$ cat src/rtl/conv_enc_r13.sv
// Rate-1/3, K=7 convolutional encoder with valid/ready handshakes on both sides.
// Define CONV_ENC_TAIL_EN to append six zero tail codewords per frame (trellis ends in state 0).
module conv_enc_r13 #(
    parameter logic [6:0] G0 = 7'o133,
    parameter logic [6:0] G1 = 7'o171,
    parameter logic [6:0] G2 = 7'o165
) (
    input  logic       clk,
    input  logic       rst,
    input  logic       di,
    input  logic       di_vld,
    input  logic       di_last,
    output logic       di_rdy,
    output logic [2:0] do_data,
    output logic       do_vld,
    output logic       do_last,
    input  logic       do_rdy
);

    // state  | meaning
    // S_IDLE | between frames, waiting for the first bit
    // S_DATA | inside a frame, accepting information bits
    // S_TAIL | flushing six zero bits (tail build only)
`ifdef CONV_ENC_TAIL_EN
    typedef enum logic [1:0] {S_IDLE = 2'd0, S_DATA = 2'd1, S_TAIL = 2'd2} state_t;
`else
    typedef enum logic {S_IDLE = 1'b0, S_DATA = 1'b1} state_t;
`endif

    state_t     state, state_nxt;
    logic [5:0] sr;            // sr[5] is the previous accepted bit, sr[0] the oldest
    logic [6:0] v;
    logic       out_free;
    logic       accept;
    logic       load;
    logic       u;
    logic       last_cw;
`ifdef CONV_ENC_TAIL_EN
    logic [2:0] tail_cnt, tail_cnt_nxt;
    logic       tail_step;
`endif

    always_comb begin
        state_nxt = state;
        u         = di;
        last_cw   = 1'b0;
        out_free  = !do_vld || do_rdy;
        di_rdy    = !rst && out_free;
`ifdef CONV_ENC_TAIL_EN
        tail_step    = 1'b0;
        tail_cnt_nxt = tail_cnt;
        if (state == S_TAIL) di_rdy = 1'b0;
`endif
        accept = di_vld && di_rdy;

        case (state)
            S_IDLE: begin
                if (accept) begin
`ifdef CONV_ENC_TAIL_EN
                    state_nxt = di_last ? S_TAIL : S_DATA;
`else
                    state_nxt = di_last ? S_IDLE : S_DATA;
`endif
                end
            end
            S_DATA: begin
                if (accept && di_last) begin
`ifdef CONV_ENC_TAIL_EN
                    state_nxt = S_TAIL;
`else
                    state_nxt = S_IDLE;
`endif
                end
            end
`ifdef CONV_ENC_TAIL_EN
            S_TAIL: begin
                if (out_free) begin
                    tail_step    = 1'b1;
                    u            = 1'b0;
                    tail_cnt_nxt = tail_cnt + 3'd1;
                    if (tail_cnt == 3'd5) begin
                        last_cw      = 1'b1;
                        tail_cnt_nxt = 3'd0;
                        state_nxt    = S_IDLE;
                    end
                end
            end
`endif
            default: state_nxt = S_IDLE;
        endcase

`ifdef CONV_ENC_TAIL_EN
        load = accept || tail_step;
`else
        last_cw = accept && di_last;
        load    = accept;
`endif
        v = {u, sr};
    end

    always_ff @(posedge clk or posedge rst) begin
        if (rst) begin
            state   <= S_IDLE;
            sr      <= 6'd0;
            do_data <= 3'd0;
            do_vld  <= 1'b0;
            do_last <= 1'b0;
        end else begin
            state <= state_nxt;
            if (load) begin
                do_data <= {^(v & G0), ^(v & G1), ^(v & G2)};
                do_vld  <= 1'b1;
                do_last <= last_cw;
                sr      <= {u, sr[5:1]};
`ifndef CONV_ENC_TAIL_EN
                // Without a tail the next frame must still start from state 0.
                if (last_cw) sr <= 6'd0;
`endif
            end else if (do_rdy) begin
                do_vld  <= 1'b0;
                do_last <= 1'b0;
            end
        end
    end

`ifdef CONV_ENC_TAIL_EN
    always_ff @(posedge clk or posedge rst) begin
        if (rst) tail_cnt <= 3'd0;
        else     tail_cnt <= tail_cnt_nxt;
    end
`endif

endmodule

$ cat config.mk
export PLATFORM = sky130hd
export DESIGN_NAME = conv_enc_r13
export DESIGN_NICKNAME = d
export VERILOG_FILES = /design/src/rtl/conv_enc_r13.sv
export SDC_FILE = /design/constraint.sdc
export NUM_CORES = 1
export LEC_CHECK = 0
export CAP_MARGIN = 20
export CORE_AREA = 2 2 39 41
export DETAILED_ROUTE_END_ITERATION = 10
export DIE_AREA = 0 0 41 43
export PLACE_DENSITY = 0.68
export REMOVE_ABC_BUFFERS = 1
export SLEW_MARGIN = 20
export SYNTH_ARGS = -nofsm -noshare
export SYNTH_HDL_FRONTEND = slang
export SYNTH_SLANG_ARGS = --single-unit
$ cat constraint.sdc
create_clock -name clk -period 3.8 [get_ports clk]
set_input_delay 0.76 -clock clk [delete_from_list [all_inputs] [get_ports clk]]
set_output_delay 0.76 -clock clk [all_outputs]
set_load 0.01 [all_outputs]
=== Word-level counts from Yosys, hierarchy flattened ===
Index checks and enable logic that the tools add are counted.

* Mux-type cells: 4
* Reductions and logical operators: 10

{| class="wikitable"
|+ Operators with widths
! operator !! number
|-
| 7-bit XOR reduction || 3
|-
| 6-bit 2-to-1 mux || 1
|-
| 1-bit logical AND || 3
|-
| 1-bit 2-to-1 mux || 3
|-
| 1-bit logical NOT || 2
|-
| 2-bit nonzero test || 1
|-
| 1-bit logical OR || 1
|}

* Register bits after elaboration: 11
* Bits of input ports: 6
* Output and inout port bits: 6
* Word-level logic and storage cells: 18

=== Logic depth before layout (Yosys ltp) ===
* Word-level depth: 6
* Depth in mapped cells: 4

=== Worst setup path before layout ===
No wires, ideal clock.

* Path kind: input port to flip-flop
* Start: input port do_rdy
* End: register do_last
* Library setup time: 125 ps
* Arrival: 1636 ps
* Data required time: 3675 ps
* Setup slack: 2039 ps
* Stages on the path: 4
* Path through: nor2b_1 > nor3b_1 > buf_4 > mux2_2

* Word-level cells in the longest chain between the ends: 5
* Elaborated cells on any way between the ends: 6
* Those cells by class: mux: 1; reduce/logical: 5

{| class="wikitable"
|+ Ends and longest elaborated chain
! item !! line !! RTL
|-
| from (decl) || 17 || <nowiki>input logic do_rdy</nowiki>
|-
| 1-bit logical OR || 47 || <nowiki>out_free = !do_vld || do_rdy;</nowiki>
|-
| 1-bit logical AND || 48 || <nowiki>di_rdy = !rst && out_free;</nowiki>
|-
| 1-bit logical AND || 54 || <nowiki>accept = di_vld && di_rdy;</nowiki>
|-
| 1-bit logical AND || 95 || <nowiki>last_cw = accept && di_last;</nowiki>
|-
| 1-bit 2-to-1 mux || 110 || <nowiki>if (load) begin</nowiki>
|-
| to (signal assigned) || 113 || <nowiki>do_last <= last_cw;</nowiki>
|-
| to (decl) || 16 || <nowiki>output logic do_last,</nowiki>
|}

Parallel ways exist; a longest one is shown, timed or not.
A chain may end at the register's enable or synchronous reset.

=== Final worst setup path ===
* Start: input port do_rdy
* End: output port di_rdy

* Word-level cells in the longest chain between the ends: 2

{| class="wikitable"
|+ Ends and longest elaborated chain
! item !! line !! RTL
|-
| 1-bit logical OR || 47 ||
|-
| 1-bit logical AND || 48 ||
|-
| to (decl) || 13 || <nowiki>output logic di_rdy,</nowiki>
|}

Every way passes these cells.

==> results.json <==
{
  "status": "completed",
  "tightest_slew_ps": 406.5,
  "ys_ff_latch": 11,
  "cts_tree": "done",
  "start_util_pct": 40.78,
  "setup_violations": 0,
  "clkSlewWorstSetupHoldPaths_ps": 70,
  "p_per_area_nw_per_um2": 492.7,
  "p_leak_nw": 0.3275,
  "die_width_um": 41,
  "overflow": 0,
  "fmax_mhz": 370.2,
  "yosysWarnings": 0,
  "start_kind": "primary input",
  "num_rows": 14,
  "routed_via_density": 4.671,
  "drive_gt1_share_pct": 29.63,
  "maxCapViolCount": 0,
  "dp.cells": 66,
  "fin_tns_setup_ps": 0,
  "drc_errors": 0,
  "cts.sinks": 11,
  "h-tree-depth": 1,
  "period_share_pct": 71.09,
  "gp_congestion": 0.6987,
  "fin_crit_ps": 2701,
  "fin_skew_ps": 0.9273,
  "hold_violations": 0,
  "antenna_found_initial": 0,
  "numPortBuffers": 11,
  "slew_viol_final": 0,
  "ys_seq_area_share_pct": 48.78,
  "io_pins": 12,
  "dr_total_vias": 327,
  "core_area_um2": 1384,
  "grtUsageTotal_pct": 12.62,
  "antenna_cells": 0,
  "clk_latency_ps": 260,
  "ctsHoldBuffers": 0,
  "fp.dieH_um": 43,
  "crit_fanout": 3,
  "first_global_vias": 344,
  "nets": 61,
  "fp.dieArea_um2": 1763,
  "cp-end-kind": "output port",
  "arrival_ps": 1940,
  "wire_per_inst_um": 12.29,
  "hp-class": "reg -> reg",
  "power.total_mw": 0.3551,
  "drtIter0Drc": 0,
  "fin_util_pct": 52.08,
  "post_cts_buffers": 0,
  "crit_type": "in -> out",
  "irDropWorstVdd_mv": 0.3067,
  "rsz0062_at_grt": "no",
  "clock_path_buffers": 2,
  "slowest_delay_ps": 530,
  "netlist_instances": 39,
  "avgSynthCellArea_um2": 14.47,
  "slew_headroom_pct": 72.87,
  "crit_slowest_cell": "clkdlybuf4s50_1",
  "synthesis.area_um2": 564.3,
  "synthToLayoutAreaGrowth_pct": 27.72,
  "dr.pass1.iters": 1,
  "stdcell_count": 70,
  "postRouteAntennaNets": 0,
  "hpwl_um": 610.9,
  "cts_root_buffer": "clkbuf_4",
  "wl_um": 860,
  "worst_ep_required_time_ps": 3040,
  "hold_slack_ps": 517.6,
  "path_cells": "clkdlybuf4s50_1 -> nor2b_1 -> nor2_1 -> clkdlybuf4s50_1",
  "synth_cell_types": 12,
  "cp_common_cell": "clkdlybuf4s50_1",
  "numCtsBuffers": 3,
  "cts_resized": 0,
  "grt_max_degree": 12,
  "grt_pass1_wl_mm": 1.435
}
## cell usage in the layout (no fill, tap or decap), types with 2 or more instances in the layout
master,netlist,routed
nor2b_1,8,8
mux2_2,8,8
dfrtp_1,11,11
xor3_1,2,2
mux2_4,2,2
clkbuf_4,0,3
clkdlybuf4s50_1,0,11
xnor2_1,2,2
## per-stage QoR
step                area (um2)  worst slack (ps)
global placement         694.4              1135
detailed placement       694.4              1095
CTS                      720.7              1089
global route             720.7              1010
finish                   720.7              1099
floorplan                556.8              1533
## critical path, delay by kind of cell
family                 cells  cell delay (ps)
and+or+nand+nor            2              170
buffers and inverters      2             1010
## Yosys cell counts
| library cell | n | share of area, % |
|---|---|---|
| buf_4 | 1 | 1.3 |
| inv_1 | 1 | 0.66 |
| mux2_2 | 8 | 16 |
| nor3b_1 | 1 | 1.3 |
| xnor2_1 | 2 | 3.1 |
| xor3_1 | 2 | 8.4 |
| or2_2 | 1 | 1.1 |
| xor3_2 | 1 | 4.4 |
| nor2_1 | 1 | 0.66 |
| mux2_4 | 2 | 5.3 |
| dfrtp_1 | 11 | 49 |
| nor2b_1 | 8 | 8.9 |
## worst paths after layout
kind,startpoint,end,slack (ps),cells after the start
max in group asynchronous,rst,do_data[2],2670,2
worst max register to register,do_vld,sr[0],2370,4
worst max-delay path,do_rdy,di_rdy,1100,4
worst min-delay path,do_data[2],do_data[2],520,1
worst min register to register,do_data[2],do_data[2],520,1
min in group asynchronous,rst,sr[4],850,2
## cells by family (layout without fill, tap and decap cells)
kind of cell / after synthesis / in the layout / share of synthesized area [%]
AND/OR/NAND/NOR: 11 / 11 / 11.97
buffers and inverters: 2 / 17 / 1.995
multiplexers: 10 / 10 / 21.29
flip-flops: 11 / 11 / 48.78
XOR/XNOR: 5 / 5 / 15.97
## metal layers
| metal | share of wire (%) | vias up | track usage (%) |
|---|---|---|---|
| li1 | - | 160 | - |
| met1 | 50 | 154 | 15.52 |
| met2 | 43 | 11 | 18.75 |
| met3 | 6.0 | 2 | 3.141 |
| met4 | 0.70 | 0 | 8.000 |
| met5 | 0 | - | 0 |
## flip-flops by register name (all words and copies together), names as in the netlist
register  flops
do_data       3
do_vld        1
do_last       1
sr            6
## report_power, final
group	switching [mW]	total [mW]	internal, mW
combinational	0.0369	0.122	0.0849
clock	0.0373	0.0779	0.0405
sequential	0.0150	0.155	0.140
total	0.0893	0.355	0.266
## final cells by class
cell class	count	area [um2]
fillers	117	663.1
repair buffers	12	117.6
multi-input cells	26	277.8
flip-flops and latches	11	275.3
well taps	16	20.02
inverters	1	3.754
clock buffers	4	26.28
(Power assumes the default switching activity.)
